**config.mk**
```make
export PLATFORM = sky130hd
export DESIGN_NAME = fetch_stage_flat
export DESIGN_NICKNAME = d
export VERILOG_FILES = /design/src/rtl/fetch_stage_if.sv /design/src/rtl/fetch_stage.sv /design/src/flat_wrapper.sv
export SDC_FILE = /design/constraint.sdc
export NUM_CORES = 1
export LEC_CHECK = 0
export ABC_AREA = 1
export CAP_MARGIN = 20
export CORE_ASPECT_RATIO = 0.6
export CORE_MARGIN = 2
export CORE_UTILIZATION = 30
export CTS_BUF_LIST = sky130_fd_sc_hd__clkbuf_4 sky130_fd_sc_hd__clkbuf_8 sky130_fd_sc_hd__clkbuf_16
export DETAILED_ROUTE_END_ITERATION = 12
export SYNTH_ARGS = -nofsm -noshare
export SYNTH_HDL_FRONTEND = slang
export SYNTH_SLANG_ARGS = --single-unit
```
**constraint.sdc**
```tcl
create_clock -name clk -period 1.8 [get_ports clk]
set_input_delay 0.27 -clock clk [delete_from_list [all_inputs] [get_ports clk]]
set_output_delay 0.27 -clock clk [all_outputs]
set_load 0.005 [all_outputs]
```
**src/rtl/fetch_stage_if.sv**
```systemverilog
// Fetch-stage bus: decode/execute control inputs, instruction-memory port and IF/ID outputs.
// The fetch stage drives through 'master'; the CPU side connects through 'slave'.
interface fetch_stage_if;
    logic        stall;
    logic        redirect_valid;
    logic [31:0] redirect_pc;
    logic [31:0] imem_addr;
    logic [31:0] imem_data;
    logic [31:0] if_pc;
    logic [31:0] if_inst;
    logic        if_valid;
    logic        if_pred_taken;
    logic        fetch_fault;

    modport master (
        input  stall, redirect_valid, redirect_pc, imem_data,
        output imem_addr, if_pc, if_inst, if_valid, if_pred_taken, fetch_fault
    );

    modport slave (
        output stall, redirect_valid, redirect_pc, imem_data,
        input  imem_addr, if_pc, if_inst, if_valid, if_pred_taken, fetch_fault
    );
endinterface

```
**src/rtl/fetch_stage.sv**
```systemverilog
// Instruction-fetch front end: PC register, IF/ID register, redirect/stall handling, sticky fault.
// Optional static branch prediction is enabled by defining FETCH_STATIC_PREDICT_EN.
module fetch_stage #(
    parameter logic [31:0] RESET_PC = 32'h0000_0000,
    parameter logic [31:0] NOP_INST = 32'h0000_0013
) (
    input  logic               clk,
    input  logic               rst,
    fetch_stage_if.master      bus
);
    typedef enum logic {ST_RUN, ST_HALTED} state_t;

    state_t      state_q, state_d;
    logic [31:0] pc_q, pc_d;
    logic [31:0] if_pc_q, if_pc_d;
    logic [31:0] if_inst_q, if_inst_d;
    logic        if_valid_q, if_valid_d;
    logic        if_pred_q, if_pred_d;
    logic        fault_q, fault_d;

    logic [31:0] next_pc;
    logic        pred_taken;
    logic        misaligned;

    assign misaligned = (pc_q[1:0] != 2'b00);

`ifdef FETCH_STATIC_PREDICT_EN
    logic [6:0]  opcode;
    logic [31:0] j_imm;
    logic [31:0] b_imm;

    assign opcode = bus.imem_data[6:0];
    assign j_imm  = {{12{bus.imem_data[31]}}, bus.imem_data[19:12], bus.imem_data[20],
                     bus.imem_data[30:21], 1'b0};
    assign b_imm  = {{20{bus.imem_data[31]}}, bus.imem_data[7], bus.imem_data[30:25],
                     bus.imem_data[11:8], 1'b0};

    // Backward conditional branches are predicted taken (loop heuristic); JAL always is.
    always_comb begin
        next_pc    = pc_q + 32'd4;
        pred_taken = 1'b0;
        if (opcode == 7'b1101111) begin
            next_pc    = pc_q + j_imm;
            pred_taken = 1'b1;
        end else if (opcode == 7'b1100011 && bus.imem_data[31]) begin
            next_pc    = pc_q + b_imm;
            pred_taken = 1'b1;
        end
    end
`else
    assign next_pc    = pc_q + 32'd4;
    assign pred_taken = 1'b0;
`endif

    always_ff @(posedge clk) begin
        if (rst) begin
            state_q    <= ST_RUN;
            pc_q       <= RESET_PC;
            if_pc_q    <= 32'h0;
            if_inst_q  <= NOP_INST;
            if_valid_q <= 1'b0;
            if_pred_q  <= 1'b0;
            fault_q    <= 1'b0;
        end else begin
            state_q    <= state_d;
            pc_q       <= pc_d;
            if_pc_q    <= if_pc_d;
            if_inst_q  <= if_inst_d;
            if_valid_q <= if_valid_d;
            if_pred_q  <= if_pred_d;
            fault_q    <= fault_d;
        end
    end

    // A redirect outranks the misalignment check, so a bad target is only caught on its own fetch.
    always_comb begin
        state_d = state_q;
        if (state_q == ST_RUN && !bus.redirect_valid && misaligned) begin
            state_d = ST_HALTED;
        end
    end

    always_comb begin
        pc_d       = pc_q;
        if_pc_d    = if_pc_q;
        if_inst_d  = if_inst_q;
        if_valid_d = if_valid_q;
        if_pred_d  = if_pred_q;
        fault_d    = fault_q;
        case (state_q)
            ST_RUN: begin
                if (bus.redirect_valid) begin
                    pc_d       = bus.redirect_pc;
                    if_pc_d    = bus.redirect_pc;
                    if_inst_d  = NOP_INST;
                    if_valid_d = 1'b0;
                    if_pred_d  = 1'b0;
                end else if (misaligned) begin
                    fault_d    = 1'b1;
                    if_inst_d  = NOP_INST;
                    if_valid_d = 1'b0;
                    if_pred_d  = 1'b0;
                end else if (!bus.stall) begin
                    pc_d       = next_pc;
                    if_pc_d    = pc_q;
                    if_inst_d  = bus.imem_data;
                    if_valid_d = 1'b1;
                    if_pred_d  = pred_taken;
                end
            end
            default: begin
                fault_d = 1'b1;
            end
        endcase
    end

    assign bus.imem_addr     = pc_q;
    assign bus.if_pc         = if_pc_q;
    assign bus.if_inst       = if_inst_q;
    assign bus.if_valid      = if_valid_q;
    assign bus.if_pred_taken = if_pred_q;
    assign bus.fetch_fault   = fault_q;
endmodule

```
**src/flat_wrapper.sv**
```systemverilog
// flat-port wrapper written by rule: the top's interface ports become plain ports
module fetch_stage_flat 
#(
    parameter logic [31:0] RESET_PC = 32'h0000_0000,
    parameter logic [31:0] NOP_INST = 32'h0000_0013
)
  (clk, rst, bus_stall, bus_redirect_valid, bus_redirect_pc, bus_imem_data, bus_imem_addr, bus_if_pc, bus_if_inst, bus_if_valid, bus_if_pred_taken, bus_fetch_fault);
  fetch_stage_if bus_i ();
  input  logic clk;
  input  logic rst;
  input wire logic [$bits(bus_i.stall)-1:0] bus_stall;
  input wire logic [$bits(bus_i.redirect_valid)-1:0] bus_redirect_valid;
  input wire logic [$bits(bus_i.redirect_pc)-1:0] bus_redirect_pc;
  input wire logic [$bits(bus_i.imem_data)-1:0] bus_imem_data;
  output wire logic [$bits(bus_i.imem_addr)-1:0] bus_imem_addr;
  output wire logic [$bits(bus_i.if_pc)-1:0] bus_if_pc;
  output wire logic [$bits(bus_i.if_inst)-1:0] bus_if_inst;
  output wire logic [$bits(bus_i.if_valid)-1:0] bus_if_valid;
  output wire logic [$bits(bus_i.if_pred_taken)-1:0] bus_if_pred_taken;
  output wire logic [$bits(bus_i.fetch_fault)-1:0] bus_fetch_fault;
  assign bus_i.stall = bus_stall;
  assign bus_i.redirect_valid = bus_redirect_valid;
  assign bus_i.redirect_pc = bus_redirect_pc;
  assign bus_i.imem_data = bus_imem_data;
  assign bus_imem_addr = bus_i.imem_addr;
  assign bus_if_pc = bus_i.if_pc;
  assign bus_if_inst = bus_i.if_inst;
  assign bus_if_valid = bus_i.if_valid;
  assign bus_if_pred_taken = bus_i.if_pred_taken;
  assign bus_fetch_fault = bus_i.fetch_fault;
  fetch_stage #(.RESET_PC(RESET_PC), .NOP_INST(NOP_INST)) u_core (.clk(clk), .rst(rst), .bus(bus_i));
endmodule
```
==> out/metrics.cfg <==
[status]
status = complete, no violations

[sta]
max_freq_mhz = 594
grt_setup_unrepaired = no
fin_crit_ns = 1.68
setup_violations = 0
hold_violations = 0
fin_skew_ns = 0.0110
tightest_slew_ns = 0.554
slew_violations = 0
max_slew_margin_pct = 63.1
period_share_pct = 93.5

[pwr]
switching_share_pct = 29.7
power-per-cell-area_nw_per_um2 = 842
pwr-share-comb_pct = 24.5
p_int_mw = 4.16
p_sw_mw = 1.76
p_leak_nw = 2.87
power.total_mw = 5.91
clkPwrFrac_pct = 31.8
ir_drop_mv = 0.362
power_frac_seq_pct = 43.7

[die]
num_io_pins = 167
fp-row-count = 35
start_util_pct = 30.7
die_y_um = 101
coreArea_um2 = 15400
die_area_um2 = 16800
die_x_um = 166

[logic_synthesis]
synth-seq-area-share_pct = 42.1
synth_nets = 805
ys_warn_count = 0
ys_seq_elements = 99
syn_inst = 736
syn-cell-area_um2 = 4710
netlist-cell-type-count = 24
syn_avg_cell_area_um2 = 6.40

[global_route]
grt_usage_pct = 19.4
grt_pass1_vias = 4569
antenna_found_initial = 0
grt_pass1_wl_mm = 25.7
grt_max_degree = 53
gr-total-overflow = 0

[clock_tree]
clockBufferDepth = 2
clkTransAtPathRegs_ns = 0.07
clock_sinks = 99
cts_root_buf = clkbuf_16
insertion_delay_ns = 0.35
cts_made_buffers = 9
cts_tree = built
hold_buffers = 0
h-tree-depth = 3
postCtsSetupBuffers = 0

[placed_design]
portBuffers = 165
hpwl_mm = 12.1
dpl.cell_count = 1091
gp_congestion = 0.848

[setup_path]
cp.required_ns = 1.53
startpoint = u_core.bus.imem_addr[4]
path_class = flip-flop to output port
rr_startpoint = u_core.bus.imem_addr[3]
max_stage_delay_ns = 0.51
arrival_ns = 1.41
cp_cell_sequence = buf_4 -> clkdlybuf4s50_1
crit_path_end_kind = output port
worstSetupStartpointType = flip-flop
crit_fanout = 5
cpMaxStageDelayCell = clkdlybuf4s50_1

[finish]
finalNonFillerCells = 1107
final_common_cell = nand2_1
synthToLayoutAreaGrowth_pct = 49.1
drive_above_1_share_pct = 6.42
nets = 968
n_antenna_cell = 0
layout_common_cells = nand2_1, clkdlybuf4s50_1, nor2_1

[routing]
ant_nets = 0
vias = 5205
wirelength_mm = 16.6
drc_errors = 0
drt_iter0_drc = 436
wl_per_cell_um = 15.0
drt-pass1-iter-count = 5
viasPerCell = 4.70

[flow_run]
drv_cap = 0

[hold_path]
hp-start = rst
worstHoldPathType = input port to flip-flop

==> area by class of cell <==
class,instances,area [um2]
multi-input cells,538,2350
well taps,203,254
fillers,1563,8350
flip-flops and latches,99,1980
clock buffers,11,246
repair buffers,191,1920
inverters,60,225
clock inverters,5,38.8
==> logic make-up after synthesis <==
kind of cell / after synthesis / share of synthesized area, %
AO/OA/AOI/OAI: 162 / 17.6
adder cells (fa/ha/maj): 1 / 0.265
buffers and inverters: 99 / 8.58
flip-flops: 99 / 42.1
other: 1 / 0.0796
AND/OR/NAND/NOR: 374 / 31.4
==> per-stage QoR <==
step	instance area [um2]	utilization [%]	hold WS (ns)	setup slack (ns)	TNS, ns
finish	7020	45.7	0.376	0.117	0
CTS	7000	45.6	0.365	-0.00799	-0.00799
global placement	6720	43.7	0.450	0.0546	0
floorplan	4710	-	0.399	0.296	0
detailed placement	6720	43.7	0.455	0.00641	0
global route	7020	45.7	0.405	0.0200	0
==> power by group through the flow <==
stage               clock (mW)  sequential (mW)  combinational [mW]
finish                    1.88             2.58                1.45
global route              2.00             2.61                1.60
CTS                       1.91             2.58                1.45
detailed placement           0             2.63                1.44
global placement             0             2.63                1.45
floorplan                    0             2.61               0.605
==> state kept, by name (all words and copies together) (netlist names) <==
register	cells
u_core.bus.if_pc	32
u_core.state_q	1
u_core.bus.fetch_fault	1
u_core.bus.if_inst	32
u_core.bus.imem_addr	32
u_core.bus.if_valid	1
==> timing repair <==
action	4_1_cts	5_1_grt
endpoints found under the setup margin	1	8
gates cloned	0	0
resized for setup	0	6
==> synth_stat cells, drive strengths merged <==
cell type  instances  area [um2]
and2               1        6.26
o21a               1        7.51
inv               60         225
nand2            202         758
ha                 1        12.5
nor2             123         467
nand3             34         175
nor3              12        60.1
a21oi             88         452
o22ai              5        31.3
buf               18         100
o21ai             68         340
dfxtp             99        1980
or2                2        12.5
conb               1        3.75
clkbuf            21        78.8
==> path summary, 6_finish.rpt <==
kind                                            endpoint  cells past startpoint  slack, ns
worst max-delay path                    bus_imem_addr[4]                      2       0.12
worst max register to register  u_core.bus.imem_addr[20]                     10       0.16
worst min register to register    u_core.bus.fetch_fault                      2       0.46
worst min-delay path               u_core.bus.if_inst[1]                      4       0.38
==> per-layer routing <==
metal | vias to the layer above | GRT usage, % | routed length, um
li1 | 2686 | - | -
met1 | 2323 | 31.0 | 8990
met2 | 189 | 25.6 | 6430
met3 | 7 | 4.55 | 1080
met4 | 0 | 3.41 | 77
met5 | - | 0 | 0
==> critical path: cells and delay by family, from the launching register on <==
family                 cells  cell delay (ns)
buffers and inverters      2             0.66
flip-flops                 1             0.40
No activity file was read; power rests on OpenSTA's default activity.
